`src/rtl/alu_ser_pkg.sv`:
```
// alu_ser_pkg: shared types and constants for the ALU result serializer.
//   ser_state_e      - frame FSM states
//   bytes_per_word() - number of bytes streamed per result word
//   STATUS_CARRY_BIT - bit position of the carry inside the status byte
package alu_ser_pkg;

  typedef enum logic [1:0] {
    IDLE   = 2'd0,
    SEND   = 2'd1,
    STATUS = 2'd2,
    DONE   = 2'd3
  } ser_state_e;

  localparam int STATUS_CARRY_BIT = 0;

  function automatic int bytes_per_word(input int width);
    return width / 8;
  endfunction

endpackage

```
`src/rtl/alu_result_serializer_fifo.sv`:
```
// result_fifo: synchronous FIFO holding whole captured results.
// Ports:
//   clk_i, rst_i          - clock, synchronous active-high reset
//   wr_en_i, wr_data_i    - write request and data
//   rd_en_i, rd_data_o    - pop request; rd_data_o shows the head (first-word fall-through)
//   full_o, empty_o       - occupancy flags
// A write while full is ignored unless a pop happens in the same cycle.
module result_fifo #(
  parameter int WIDTH = 33,
  parameter int DEPTH = 2
) (
  input  logic             clk_i,
  input  logic             rst_i,
  input  logic             wr_en_i,
  input  logic [WIDTH-1:0] wr_data_i,
  input  logic             rd_en_i,
  output logic [WIDTH-1:0] rd_data_o,
  output logic             full_o,
  output logic             empty_o
);

  localparam int AW = $clog2(DEPTH);

  // Pointers carry one extra wrap bit so full and empty are distinguishable.
  logic [AW:0]      wptr_q, rptr_q;
  logic [WIDTH-1:0] mem_q [DEPTH];
  logic             do_wr, do_rd;

  assign empty_o   = (wptr_q == rptr_q);
  assign full_o    = (wptr_q[AW] != rptr_q[AW]) && (wptr_q[AW-1:0] == rptr_q[AW-1:0]);
  assign do_rd     = rd_en_i && !empty_o;
  // A pop in the same cycle frees the slot the write lands in.
  assign do_wr     = wr_en_i && (!full_o || do_rd);
  assign rd_data_o = mem_q[rptr_q[AW-1:0]];

  always_ff @(posedge clk_i) begin
    if (rst_i) begin
      wptr_q <= '0;
      rptr_q <= '0;
    end else begin
      if (do_wr) wptr_q <= wptr_q + (AW+1)'(1);
      if (do_rd) rptr_q <= rptr_q + (AW+1)'(1);
    end
  end

  // Storage needs no reset: contents are only observed behind valid pointers.
  always_ff @(posedge clk_i) begin
    if (do_wr) mem_q[wptr_q[AW-1:0]] <= wr_data_i;
  end

endmodule

```
`src/rtl/alu_result_serializer.sv`:
```
// alu_result_serializer: captures each new registered ALU result on the rising
// edge of OUT_VALID, buffers it, and streams it LSB-first as bytes over a
// valid/ready interface, optionally followed by a carry status byte.
// Ports:
//   CLK, RST            - clock, synchronous active-high reset
//   ALU_OUT, CARRY_IN   - registered result word and carry
//   OUT_VALID           - level flag; its rising edge marks a new result
//   TX_DATA, TX_VALID   - byte stream out
//   TX_READY            - downstream accepts the byte
//   BUSY                - buffered data or frame in progress
//   OVERFLOW, CLR_OVF   - sticky dropped-result flag and its clear
module alu_result_serializer
  import alu_ser_pkg::*;
#(
  parameter int OUT_DATA_WIDTH = 32,
  parameter int FIFO_DEPTH     = 2,
  parameter int SEND_STATUS    = 1
) (
  input  logic                      CLK,
  input  logic                      RST,
  input  logic [OUT_DATA_WIDTH-1:0] ALU_OUT,
  input  logic                      CARRY_IN,
  input  logic                      OUT_VALID,
  output logic [7:0]                TX_DATA,
  output logic                      TX_VALID,
  input  logic                      TX_READY,
  output logic                      BUSY,
  output logic                      OVERFLOW,
  input  logic                      CLR_OVF
);

  localparam int NB = bytes_per_word(OUT_DATA_WIDTH);
  localparam int CW = (NB > 1) ? $clog2(NB) : 1;

  ser_state_e                state_q, state_d;
  logic [OUT_DATA_WIDTH-1:0] word_q, word_d;
  logic                      carry_q, carry_d;
  logic [CW-1:0]             cnt_q, cnt_d;
  logic                      ov_q;
  logic                      ovf_q, ovf_d;

  logic                      cap, pop, drop;
  logic                      fifo_full, fifo_empty;
  logic [OUT_DATA_WIDTH:0]   fifo_head;

  assign cap  = OUT_VALID && !ov_q;
  assign drop = cap && fifo_full && !pop;

  result_fifo #(
    .WIDTH (OUT_DATA_WIDTH + 1),
    .DEPTH (FIFO_DEPTH)
  ) u_fifo (
    .clk_i     (CLK),
    .rst_i     (RST),
    .wr_en_i   (cap),
    .wr_data_i ({CARRY_IN, ALU_OUT}),
    .rd_en_i   (pop),
    .rd_data_o (fifo_head),
    .full_o    (fifo_full),
    .empty_o   (fifo_empty)
  );

  always_comb begin
    state_d  = state_q;
    word_d   = word_q;
    carry_d  = carry_q;
    cnt_d    = cnt_q;
    pop      = 1'b0;
    TX_VALID = 1'b0;
    TX_DATA  = '0;
    case (state_q)
      // DONE behaves like IDLE but lets the next frame start without a gap cycle.
      IDLE, DONE: begin
        if (!fifo_empty) begin
          pop               = 1'b1;
          {carry_d, word_d} = fifo_head;
          cnt_d             = '0;
          state_d           = SEND;
        end else begin
          state_d = IDLE;
        end
      end
      SEND: begin
        TX_VALID = 1'b1;
        // Word shifts right per byte, so the current byte is always the low 8 bits.
        TX_DATA  = word_q[7:0];
        if (TX_READY) begin
          word_d = word_q >> 8;
          if (cnt_q == CW'(NB - 1)) state_d = (SEND_STATUS != 0) ? STATUS : DONE;
          else                      cnt_d   = cnt_q + CW'(1);
        end
      end
      STATUS: begin
        TX_VALID                  = 1'b1;
        TX_DATA[STATUS_CARRY_BIT] = carry_q;
        if (TX_READY) state_d = DONE;
      end
      default: state_d = IDLE;
    endcase
  end

  // A drop in the same cycle as a clear keeps the flag set.
  always_comb begin
    ovf_d = ovf_q;
    if (drop)         ovf_d = 1'b1;
    else if (CLR_OVF) ovf_d = 1'b0;
  end

  always_ff @(posedge CLK) begin
    if (RST) begin
      state_q <= IDLE;
      word_q  <= '0;
      carry_q <= 1'b0;
      cnt_q   <= '0;
      ov_q    <= 1'b0;
      ovf_q   <= 1'b0;
    end else begin
      state_q <= state_d;
      word_q  <= word_d;
      carry_q <= carry_d;
      cnt_q   <= cnt_d;
      ov_q    <= OUT_VALID;
      ovf_q   <= ovf_d;
    end
  end

  assign BUSY     = !fifo_empty || (state_q != IDLE);
  assign OVERFLOW = ovf_q;

endmodule
```
`config.mk`:
```
export PLATFORM = sky130hd
export DESIGN_NAME = alu_result_serializer
export DESIGN_NICKNAME = d
export VERILOG_FILES = /design/src/rtl/alu_ser_pkg.sv /design/src/rtl/alu_result_serializer_fifo.sv /design/src/rtl/alu_result_serializer.sv
export SDC_FILE = /design/constraint.sdc
export NUM_CORES = 1
export LEC_CHECK = 0
export BUFFER_PORTS_ARGS = -buffer_cell sky130_fd_sc_hd__buf_2
export CAP_MARGIN = 10
export CORE_ASPECT_RATIO = 1.5
export CORE_MARGIN = 4
export CORE_UTILIZATION = 45
export DETAILED_ROUTE_END_ITERATION = 10
export GPL_TIMING_DRIVEN = 0
export MAX_ROUTING_LAYER = met4
export SLEW_MARGIN = 40
export SYNTH_ARGS = -nofsm -noshare
export SYNTH_HDL_FRONTEND = slang
export SYNTH_SLANG_ARGS = --single-unit
```
`constraint.sdc`:
```
create_clock -name CLK -period 7.98 [get_ports CLK]
set_input_delay 0.399 -clock CLK [delete_from_list [all_inputs] [get_ports CLK]]
set_output_delay 0.399 -clock CLK [all_outputs]
set_load 0.03 [all_outputs]
```
# After elaboration in Yosys (flattened, before gate mapping)
# Memories as Yosys holds them, arrays and structs flattened. A register that Yosys moved wholly into a read port is not among the register bits.
# Cells that the tools add are included.
# word_totals
register_bits	43
latchBits	0
ram_bits	66
rom_bits	0
inputBits	38
output_inout_bits	11
n_memories	1
# op_classes
addsub	3
multipliers	0
n_div	0
magnitude_cmp	0
eq_ne	12
n_shift	0
muxes	23
bitwise_logic	1
n_reduce_logical	22
# memory_table
memory	depth	width	read_ports	rd_clocked_by_memory_dff	wr	line	text
u_fifo.mem_q	2	33	1	1	1	alu_result_serializer_fifo.sv:26	logic [WIDTH-1:0] mem_q [DEPTH];
# op_table
cell	n
$mux W32	2
$pmux W32 S2	1
$mux W2	6
$mux W1	10
$ne A2 B2 Y1 const B	5
$mux W7	1
$add A2 B1 Y2 const B	3
$eq A2 B2 Y1 const B	3
$logic_and A1 B1 Y1	6
$pmux W2 S3	1
$reduce_and A3 Y1	2
$reduce_bool A2 Y1	3
$logic_not A1 Y1	4
$pmux W2 S2	1
$reduce_and A4 Y1	1
$reduce_or A2 Y1	2
$eq A2 B1 Y1 const B	1
$eq A2 B2 Y1	1
$logic_not A2 Y1	1
$logic_or A1 B1 Y1	2
$pmux W1 S2	1
$reduce_and A2 Y1	1
$eq A1 B1 Y1	1
$ne A1 B1 Y1	1
$not A1 Y1	1

# Logic depth before layout (Yosys ltp)
# Gate-level depths: netlist of the first run.
# logic_depth
depth_word	8
mapped_depth	8
ltp_nobuf	6

# Modules after synthesis
# From an unflattened synthesis of the first run, not the netlist that was laid out.
# hier_totals
cells_unflattened	349
area_unflattened_um2	4675.7
# by_module_without_submodules
module	instances	cells_each	area_per_inst_um2	seq_area_each_um2
result_fifo	1	138	2668.8	2082.0
alu_result_serializer	1	211	2006.9	780.7

# Worst setup path before layout of the first run
# Ideal clock, no wire load.
# synth_path
path_type	reg-to-reg
startpoint	register state_q[0]
endpoint	memory u_fifo.mem_q[1][0] (enable)
setup_time_ps	489
arrival_ps	3808
required_time_ps	7491
setup_slack_ps	3683
stages_incl_launch_ff	5
synth_period_minus_slack_ps	4297
path_cell_list	dfxtp_1 inv_1 ha_1 clkbuf_1 a311oi_1
# synth_via
elab_chain_len	8
# synth_rtl
item	line	text
start: declaration	alu_result_serializer.sv:35	ser_state_e state_q, state_d;
start signal: assignment	alu_result_serializer.sv:118	state_q <= state_d;
$eq A2 B2 Y1 / $logic_not A2 Y1 (equally long branches)	alu_result_serializer.sv:71	case (state_q)
$reduce_or A2 Y1 (*)	alu_result_serializer.sv:71	
$mux W1 (*)	alu_result_serializer.sv:71	
$logic_and A1 B1 Y1 (*)	alu_result_serializer_fifo.sv:31	assign do_rd = rd_en_i && !empty_o;
$logic_or A1 B1 Y1 (*)	alu_result_serializer_fifo.sv:33	assign do_wr = wr_en_i && (!full_o || do_rd);
$logic_and A1 B1 Y1 (*)	alu_result_serializer_fifo.sv:33	
$mux W1 (*)	alu_result_serializer_fifo.sv:48	if (do_wr) mem_q[wptr_q[AW-1:0]] <= wr_data_i;
$mux W1 (implied by the code) (*)	alu_result_serializer_fifo.sv:48	
end: declaration	alu_result_serializer_fifo.sv:26	
# Every way passes the cells marked *; elsewhere a longest branch is shown, timed or not.

# Worst setup path after layout of the first run
# layout_path
startpoint	register state_q[1]
endpoint	memory u_fifo.mem_q[1][17] (enable)
# Same word-level chain as after synthesis.

==> summary.md, run 1 <==
| Metric | Value |
|---|---|
| Status | complete, no violations |
| Antenna Violating Nets Remaining | 0 |
| Multi-input logic area | about 1500 um2 |
| Least-Margin Pin Slew | 0.5766 ns |
| VDD IR max | 0.1844 mV |
| Global-route wire length before repair | 13.63 mm |
| Final nets | 472 |
| Flip-flop and latch area | 2863 um2 |
| Pwr dens | 354.9 nW/um2 |
| Post-synthesis instance total | 369 |
| Number of remaining DRC errors | 0 |
| # setup viols final | 0 |
| Synth Area per Inst | 11.99 um2 |
| Worst reg2reg path endpoint | u_fifo.mem_q[1][17] |
| Hold path start | ALU_OUT[15] |
| Post-synth ARST share | 0% |
| Delay of the slowest critical-path stage | ~0.49 ns |
| Mapped Area | 4425 um2 |
| Area delta synth->final | 15.69% |
| Setup Fix Bufs, Post-CTS | 0 |
| Final worst path period share | 33.32% |
| Clock-pin slew on the worst setup and hold paths | 0.07 ns |
| Post-Route WL | 8.858 mm |
| Share of cells above drive strength 1 | 19.08% |
| Htree depth | 3 |
| Synth Flop Type | edfxtp_1 |
| Clk buf depth | 2 |
| Total CTS buffers | 9 |
| Fillers | 845 |
| Critical path fanouts, max | 11 |
| Clock tree sinks | 110 |
| GR Overflow Total | 0 |
| Synth cell count leaders | 77 x nand2_1, 66 x edfxtp_1, 44 x dfxtp_1 |
| RSZ-0062 raised after global routing | false |
| Minimum clock period | 2.659 ns |
| Row count | 44 |
| Crit-path slowest cell | a311oi_4 |
| Lkg Pwr | 1.815 nW |
| YS warnings | 0 |
| Antenna violations before repair | 0 |
| Die width | 88.97 um |
| Number of synthesized register bits | 110 |
| First-pass iteration count of the detailed router | 4 |
| Hold depth | 1 |
| Top-count cell post-synth | nand2_1 |
| CTS root buffer | clkbuf_16 |
| DIE AREA | 11,520 um2 |
| CP startpoint kind | register |
| CP endpoint kind | register |
| Share of the synthesized area in the top cell type | 44.78% |
| Register area share after synthesis | 64.69% |
| Crit path DAT | 2.70 ns |
| # diodes | 0 |
| Critical Path Most Common Cell | buf_4 |
| Reg-to-reg startpoint | state_q[1] |
| Hold WS | 0.2425 ns |
| Starting Density | 45.94% |
| Yosys top cell by area | edfxtp_1 |
| Num ports | 49 |
| Die height | 129.5 um |
| Via count | 2,830 |
| FMAX | between 0.3 and 0.4 GHz |
| Largest cells by area after synthesis | edfxtp_1 45%, dfxtp_1 20%, mux2i_1 7.7% |
| Port bufs | 47 |
| Gr usage total | 16.48% |
| Post-DP Area | 4847 um2 |
| Setup TNS | 0 ns |
| Gpl congestion | 0.8139 |
| Max_cap viols | 0 |
| Overall Power | approximately 1.8 mW |
| Yosys cell types | 34 |
| Final Cell Area | 5120 um2 |
| Via density | 5.145 |
| Rel. slew slack | 61.56% |
| Iteration-0 DRC Markers | 240 |
| Skew-Pair Late Insertion Delay | 0.34 ns |
| Max Transition Viols Final | 0 |
| Core Region | 9634 um2 |
| Worst hold endpoint | u_fifo.mem_q[0][15] |
| Required time worst endpoint | 8.02 ns |
| Fin util | 53.14% |
| CTS tree | built |
| Critical path buffer and inverter count | 5 |
| Routed len/inst | roughly 16 um |
| Synthesized net count | 411 |
| Setup CP Type | register to register |
| Delay-heaviest family, CP | buffers and inverters |
| Post-CTS resize count | 0 |
| Number of synthesized flops with an enable pin | 66 |
| Hold Path Class | input pin to register |
| Hold Buf Count CTS | 0 |
| Crit. path cell count | 7 |
| Vias in the first global route | 2,702 |
| Register-to-register setup slack | 5.32 ns |
| Worst path cell trace | inv_1, ha_1, clkbuf_1, a311oi_4, buf_4, buf_4, buf_4 |
| Fin. Hold Viols | 0 |
| Hpwl dp | 6.315 mm |
| Reg2reg path depth | 7 |
| Clock skew | 0.01044 ns |
| Largest net degree at the start of global routing | 34 |
-- layout by cell type (no fill, tap or decap), drive strengths merged, types with 2 or more instances in the layout --
| cell | count |
|---|---|
| o211ai | 3 |
| o31ai | 8 |
| xnor2 | 5 |
| xor2 | 2 |
| inv | 4 |
| dfxtp | 44 |
| edfxtp | 66 |
| nor2 | 8 |
| a211oi | 2 |
| nand2b | 4 |
| clkbuf | 25 |
| nand3b | 8 |
| o21ai | 24 |
| a21oi | 31 |
| ha | 4 |
| and2 | 9 |
| nor2b | 3 |
| mux2i | 34 |
| o32ai | 2 |
| buf | 60 |
| nand2 | 77 |
| clkinvlp | 3 |
-- cell families after synthesis --
kind of cell	synth area share [%]
mux	7.690
compound gates	10.26
xor+xnor	1.725
buf+inv	2.827
flops	64.69
simple gates	11.68
fa+ha+maj	1.131
-- metrics by stage --
| stage | std cells | setup slack [ns] |
|---|---|---|
| after global routing | 550 | 5.165 |
| after floorplan | 369 | 3.683 |
| after global placement | 531 | 1.998 |
| final | 550 | 5.321 |
| after CTS | 550 | 5.253 |
| after detailed placement | 534 | 5.291 |
-- how the worst max path moves through the flow --
stage,start,to
detailed placement,state_q[1],u_fifo.mem_q[1][15]
global route,state_q[1],u_fifo.mem_q[1][14]
finish,state_q[1],u_fifo.mem_q[1][17]
global placement,state_q[1],u_fifo.mem_q[1][14]
CTS,state_q[1],u_fifo.mem_q[1][17]
floorplan,state_q[0],u_fifo.mem_q[1][0]
-- flip-flops by register name, indices dropped and copies added (netlist names), named ones only --
name           cells
cnt_q              2
u_fifo.mem_q      66
u_fifo.wptr_q      2
OVERFLOW           1
word_q            32
ov_q               1
carry_q            1
u_fifo.rptr_q      2
state_q            2
-- worst register-to-register path, cell delays in order, from the launching register on --
cell	delay, ns
dfxtp_1	0.37
inv_1	0.07
ha_1	0.40
clkbuf_1	0.28
a311oi_4	0.49
buf_4	0.30
buf_4	0.23
buf_4	0.22
-- metal layers --
layer	routed length [um]	track usage, %
met4	59	4.908
met1	3694	19.83
met5	0	-
met2	4702	27.56
met3	402	3.626
-- power breakdown --
part | leakage [nW] | internal, mW | switching [mW]
clock | 0.122 | 0.221 | 0.189
combinational | 0.720 | 0.227 | 0.398
sequential | 0.973 | 0.723 | 0.0597
total | 1.81 | 1.17 | 0.646
-- layout make-up --
cell class	count	area share, %
clock inverters	3	0.4399
plain buffers	22	2.151
multi-input cells	233	28.47
clock buffers	13	4.888
flip-flops and latches	110	55.91
repair buffers	50	5.034
well taps	115	2.810
inverters	4	0.2933
(Power assumes the default switching activity.)
==> run 2: changes to the inputs <==
--- a/config.mk
+++ b/config.mk
@@ -13,6 +13,7 @@
 export DETAILED_ROUTE_END_ITERATION = 10
 export GPL_TIMING_DRIVEN = 0
 export MAX_ROUTING_LAYER = met4
+export PLACE_DENSITY = 0.66
 export SLEW_MARGIN = 40
 export SYNTH_ARGS = -nofsm -noshare
 export SYNTH_HDL_FRONTEND = slang
==> constraint.sdc (replaced) <==
create_clock -name CLK -period 2.4 [get_ports CLK]
set_input_delay 0.12 -clock CLK [delete_from_list [all_inputs] [get_ports CLK]]
set_output_delay 0.12 -clock CLK [all_outputs]
set_load 0.03 [all_outputs]
==> summary.md, run 2 (synthesis gave the netlist of run 1 again) <==
| Metric | Value |
|---|---|
| Total CTS buffers | 9 (unchanged) |
| Port bufs | 47 (unchanged) |
| Inst Count DP | 534 (unchanged) |
| Least-Margin Pin Slew | 0.8012 ns (was 0.5766 ns) |
| Status | complete, no violations (unchanged) |
| Largest net degree at the start of global routing | 34 (unchanged) |
| Hold Path Class | input pin to register (unchanged) |
| Required time worst endpoint | 2.37 ns (was 8.02 ns) |
| Setup CP Type | register to register (unchanged) |
| Antenna Violating Nets Remaining | 0 (unchanged) |
| Num ports | 49 (unchanged) |
| Starting Density | 45.94% (unchanged) |
| Max_cap viols | 0 (unchanged) |
| Max Transition Viols Final | 0 (unchanged) |
| Hpwl dp | 6.187 mm (was 6.315 mm) |
| Pwr dens | 1128 nW/um2 (was 354.9 nW/um2) |
| Non-Filler Instances | 584 (was 550) |
| Gr usage total | 16.93% (was 16.48%) |
| First-pass iteration count of the detailed router | 5 (was 4) |
| Lkg Pwr | 1.983 nW (was 1.815 nW) |
| Final nets | 506 (was 472) |
| CTS tree | built (unchanged) |
| Critical path buffer and inverter count | 2 (was 5) |
| VDD IR max | 0.6930 mV (was 0.1844 mV) |
| # setup viols final | 0 (unchanged) |
| Fin. Hold Viols | 0 (unchanged) |
| Clock power frac | 23.4% (was 22.5%) |
| Core Region | 9634 um2 (unchanged) |
| Post-CTS resize count | 0 (unchanged) |
| Area delta synth->final | 24.06% (was 15.69%) |
| Minimum clock period | 2.257 ns (was 2.659 ns) |
| Most common cell after layout, fill and taps aside | nand2_1 (unchanged) |
| Via count | 2,942 (was 2,830) |
| Skew-Pair Late Insertion Delay | 0.34 ns (about the same) |
| DIE AREA | 11,520 um2 (unchanged) |
| Clk buf depth | 2 (unchanged) |
| Rel. slew slack | 46.58% (was 61.56%) |
| Gpl congestion | 0.8129 (was 0.8139) |
| Seq pwr share | 42.0% (was 43.1%) |
| Clock skew | 0.008932 ns (was 0.01044 ns) |
| Comb power frac | 34.6% (was 34.4%) |
| Antenna violations before repair | 0 (unchanged) |
| Crit path DAT | 2.22 ns (was 2.70 ns) |
| Max reg flops | 66 (unchanged) |
| Die height | 129.5 um (unchanged) |
| CTS root buffer | clkbuf_16 (unchanged) |
| Clock-pin slew on the worst setup and hold paths | 0.07 ns (about the same) |
| Row count | 44 (unchanged) |
| Share of cells above drive strength 1 | 18.34% (was 19.08%) |
| Post-Route WL | 8.899 mm (was 8.858 mm) |
| Final worst path period share | 94.03% (was 33.32%) |
| GR Overflow Total | 0 (unchanged) |
| Critical path fanouts, max | 33 (was 11) |
| Routed len/inst | 15.24 um (was 16.11 um) |
| Switching power | 2.130 mW (was 0.6463 mW) |
| CP endpoint kind | register (unchanged) |
| Number of remaining DRC errors | 0 (unchanged) |
| Iteration-0 DRC Markers | 180 (was 240) |
| Worst path cell trace | inv_1, ha_4, clkbuf_4, a31oi_1, and2_2 (was inv_1, ha_1, clkbuf_1, a311oi_4, buf_4, buf_4, buf_4) |
| Crit-path slowest cell | and2_2 (was a311oi_4) |
| # diodes | 0 (unchanged) |
| Switching Share | 34.38% (was 35.57%) |
| RSZ-0062 raised after global routing | false (unchanged) |
| Delay-heaviest family, CP | simple AND/OR/NAND/NOR gates (was buffers and inverters) |
| Global-route wire length before repair | 14.17 mm (was 13.63 mm) |
| Hold WS | 0.01654 ns (was 0.2425 ns) |
| Clock tree sinks | 110 (unchanged) |
| Vias in the first global route | 2,880 (was 2,702) |
| Pint | 4.065 mW (was 1.171 mW) |
| Htree depth | 3 (unchanged) |
| Via density | 5.038 (was 5.145) |
| CP startpoint kind | register (unchanged) |
| Delay of the slowest critical-path stage | 0.71 ns (was 0.49 ns) |
| Die width | 88.97 um (unchanged) |
| Most frequent cells in the layout | 77 x nand2_1, 66 x edfxtp_1, 54 x buf_2 (unchanged) |
| FMAX | 0.4431 GHz (was 0.3761 GHz) |
[run 2: layer usage]
metal | global-route usage [%] | vias up | wire length, um
met2 | 28.22 | 49 | 4690
met3 | 3.562 | 11 | 285
li1 | - | 1501 | -
met5 | - | - | 0
met1 | 19.89 | 1381 | 3735
met4 | 6.486 | 0 | 188
[run 2: layout make-up]
class | count | area [um2]
Buffer | 22 | 113.9
Clock buffer | 14 | 255.2
Clock inverter | 2 | 35.03
Fill cell | 809 | 4144
Inverter | 4 | 15.01
Multi-Input combinational cell | 233 | 1469
Sequential cell | 110 | 2863
Tap cell | 115 | 143.9
Timing Repair Buffer | 84 | 595.6
[run 2: stage by stage]
step                      setup TNS, ns  setup slack, ns  power, mW  utilization, %  area [um2]
after floorplan                       0         0.002957      4.193               -        4461
after global placement           -18.27          -0.5430      4.689           50.23        4840
after detailed placement         -1.263          -0.1268      4.742           50.47        4862
after CTS                             0           0.1040      6.243           56.99        5490
after global routing                  0         0.009305      6.565           56.99        5490
final                                 0           0.1432      6.195           56.99        5490
[run 2: final timing paths]
path / startpoint / end / slack (ns) / cells past startpoint
worst min-delay path: OUT_VALID / ov_q / 0.02 / 2
worst max-delay path: state_q[0] / u_fifo.mem_q[0][7] / 0.14 / 5
worst max register to register: state_q[0] / u_fifo.mem_q[0][7] / 0.14 / 5
worst min register to register: word_q[4] / word_q[4] / 0.45 / 2
[run 2: repair_timing]
item                                    in CTS  in global routing
hold buffers                                33                  0
endpoints found under the hold margin       66                  0
endpoints found under the setup margin      10                  0
setup buffers                                1                  0
[run 2: power groups by stage]
stage	sequential (mW)	clock (mW)	combinational (mW)
final	2.60	1.45	2.14
after global routing	2.64	1.55	2.38
after CTS	2.60	1.49	2.15
after detailed placement	2.64	0	2.10
after global placement	2.63	0	2.06
after floorplan	2.58	0	1.61
==> run 3: changes to the inputs <==
--- a/config.mk
+++ b/config.mk
@@ -8,7 +8,7 @@
 export BUFFER_PORTS_ARGS = -buffer_cell sky130_fd_sc_hd__buf_2
 export CAP_MARGIN = 10
 export CORE_ASPECT_RATIO = 1.5
-export CORE_MARGIN = 4
+export CORE_MARGIN = 3
 export CORE_UTILIZATION = 45
 export DETAILED_ROUTE_END_ITERATION = 10
 export GPL_TIMING_DRIVEN = 0
==> summary.md, run 3 (synthesis gave the netlist of run 1 again) <==
| Metric | Value |
|---|---|
| Global-route wire length before repair | 14.52 mm (was 14.17 mm) |
| Critical Path Most Common Cell | buf_2 |
| Switching power | 2.140 mW (was 2.130 mW) |
| Via count | 3,006 (was 2,942) |
| Number of remaining DRC errors | 0 (unchanged) |
| Status | complete, no violations (unchanged) |
| Comb power frac | 34.0% (was 34.6%) |
| # setup viols final | 0 (unchanged) |
| Final Cell Area | 5534 um2 (was 5490 um2) |
| Critical path fanouts, max | 10 (was 33) |
| Hpwl dp | 6.086 mm (was 6.187 mm) |
| Least-Margin Pin Slew | 0.5131 ns (was 0.8012 ns) |
| Gr usage total | 17.60% (was 16.93%) |
| Starting Density | 47.00% (was 45.94%) |
| Clock-pin slew on the worst setup and hold paths | 0.07 ns (about the same) |
| Clk buf depth | 2 (unchanged) |
| Iteration-0 DRC Markers | 169 (was 180) |
| Multi-input logic area | 1470 um2 (was 1469 um2) |
| Clock power frac | 24.6% (was 23.4%) |
| Hold Path Class | input pin to register (unchanged) |
| Area delta synth->final | 25.05% (was 24.06%) |
| Num ports | 49 (unchanged) |
| Rel. slew slack | 65.79% (was 46.58%) |
| Core Region | 9415 um2 (was 9634 um2) |
| Vias in the first global route | 3,059 (was 2,880) |
| Total CTS buffers | 9 (unchanged) |
| Max_cap viols | 0 (unchanged) |
| First-pass iteration count of the detailed router | 4 (was 5) |
| Setup CP Type | register to output pin (was register to register) |
| Via density | 5.147 (was 5.038) |
| CTS root buffer | clkbuf_16 (unchanged) |
| Largest net degree at the start of global routing | 34 (unchanged) |
| Row count | 43 (was 44) |
| Delay of the slowest critical-path stage | 0.37 ns (was 0.71 ns) |
| # diodes | 0 (unchanged) |
| Antenna violations before repair | 0 (unchanged) |
| Switching Share | 33.99% (was 34.38%) |
| Minimum clock period | 2.206 ns (was 2.257 ns) |
| Post-Route WL | 8.737 mm (was 8.899 mm) |
| Final worst path period share | 91.90% (was 94.03%) |
| Final nets | 509 (was 506) |
| DIE AREA | 11,080 um2 (was 11,520 um2) |
| Inst Count DP | 531 (was 534) |
| Crit path DAT | 2.09 ns (was 2.22 ns) |
| Die width | 86.97 um (was 88.97 um) |
| Crit-path slowest cell | clkbuf_1 (was and2_2) |
| Routed len/inst | 14.96 um (was 15.24 um) |
| Seq pwr share | 41.3% (was 42.0%) |
| Pwr dens | 1138 nW/um2 (was 1128 nW/um2) |
| Pint | 4.156 mW (was 4.065 mW) |
| Required time worst endpoint | 2.28 ns (was 2.37 ns) |
| Max Transition Viols Final | 0 (unchanged) |
| Die height | 127.5 um (was 129.5 um) |
| GR Overflow Total | 0 (unchanged) |
| Max reg flops | 66 (unchanged) |
| CP startpoint kind | register (unchanged) |
| Most frequent cells in the layout | 77 x nand2_1, 66 x edfxtp_1, 54 x buf_2 (unchanged) |
| Post-CTS resize count | 0 (unchanged) |
| Most common cell after layout, fill and taps aside | nand2_1 (unchanged) |
| Flip-flop and latch area | 2863 um2 (unchanged) |
| Clock skew | 0.007368 ns (was 0.008932 ns) |
| Antenna Violating Nets Remaining | 0 (unchanged) |
| Non-Filler Instances | 584 (unchanged) |
| Share of cells above drive strength 1 | 18.64% (was 18.34%) |
| Worst path cell trace | inv_1, ha_1, buf_2, clkbuf_1, and2_1, buf_2 (was inv_1, ha_4, clkbuf_4, a31oi_1, and2_2) |
| Skew-Pair Late Insertion Delay | 0.34 ns (about the same) |
| VDD IR max | 0.7509 mV (was 0.6930 mV) |
| Delay-heaviest family, CP | buffers and inverters (was simple AND/OR/NAND/NOR gates) |
| Fin util | 58.78% (was 56.99%) |
| FMAX | 0.4534 GHz (was 0.4431 GHz) |
| Critical path buffer and inverter count | 4 (was 2) |
| Gpl congestion | 0.8285 (was 0.8129) |
| RSZ-0062 raised after global routing | false (unchanged) |
| Port bufs | 47 (unchanged) |
| Fin. Hold Viols | 0 (unchanged) |
| Fillers | 767 (was 809) |
| Lkg Pwr | 2.009 nW (was 1.983 nW) |
| CP endpoint kind | output pin (was register) |
| Htree depth | 3 (unchanged) |
| CTS tree | built (unchanged) |
| Post-DP Area | 4858 um2 (was 4862 um2) |
| Clock tree sinks | 110 (unchanged) |
==> run 3: power groups by stage <==
| stage | clock network (mW) | registers [mW] | logic (mW) |
|---|---|---|---|
| 6_report | 1.55 | 2.60 | 2.14 |
| 5_1_grt | 1.65 | 2.63 | 2.39 |
| 4_1_cts | 1.58 | 2.60 | 2.15 |
| 3_5_place_dp | 0 | 2.64 | 2.09 |
| 3_3_place_gp | 0 | 2.63 | 2.06 |
| 2_1_floorplan | 0 | 2.58 | 1.61 |
==> run 3: routing by layer <==
metal / routed length, um / GRT usage [%]
met5: 0 / -
met4: 276 / 8.257
met3: 342 / 3.677
met2: 4560 / 29.35
met1: 3558 / 19.95
==> run 3: final timing paths <==
| path | startpoint | to | slack [ns] | cells after the start |
|---|---|---|---|---|
| setup / recovery | state_q[1] | TX_DATA[5] | 0.19 | 6 |
| hold / removal | OUT_VALID | ov_q | 0.01 | 2 |
| setup reg to reg | state_q[0] | u_fifo.mem_q[1][18] | 0.33 | 6 |
| hold reg to reg | word_q[3] | word_q[3] | 0.45 | 2 |
==> run 3: area by class of cell <==
class,instances,area share (%)
sequential,110,51.73
timing repair buffer,87,11.17
inverter,4,0.2713
multi-input combinational,233,26.57
tap,112,2.532
clock inverter,6,1.357
buffer,22,2.057
clock buffer,10,4.318
==> run 3: stage by stage <==
stage / power (mW) / setup TNS (ns) / hold WS, ns / worst slack (ns)
2_1_floorplan: 4.193 / 0 / 0.2189 / 0.002957
3_3_place_gp: 4.693 / -18.19 / 0.3079 / -0.5386
3_5_place_dp: 4.737 / 0 / 0.3116 / 0.05165
4_1_cts: 6.336 / 0 / 0.003809 / 0.03911
5_1_grt: 6.668 / 0 / 0.04840 / 0.03964
6_report: 6.296 / 0 / 0.01266 / 0.1943
==> run 3: timing repair <==
item | 4_1_cts | 5_1_grt
buffers inserted | 0 | 4
hold endpoints to repair | 66 | 0
endpoints found under the setup margin | 0 | 10
hold buffers | 33 | 0
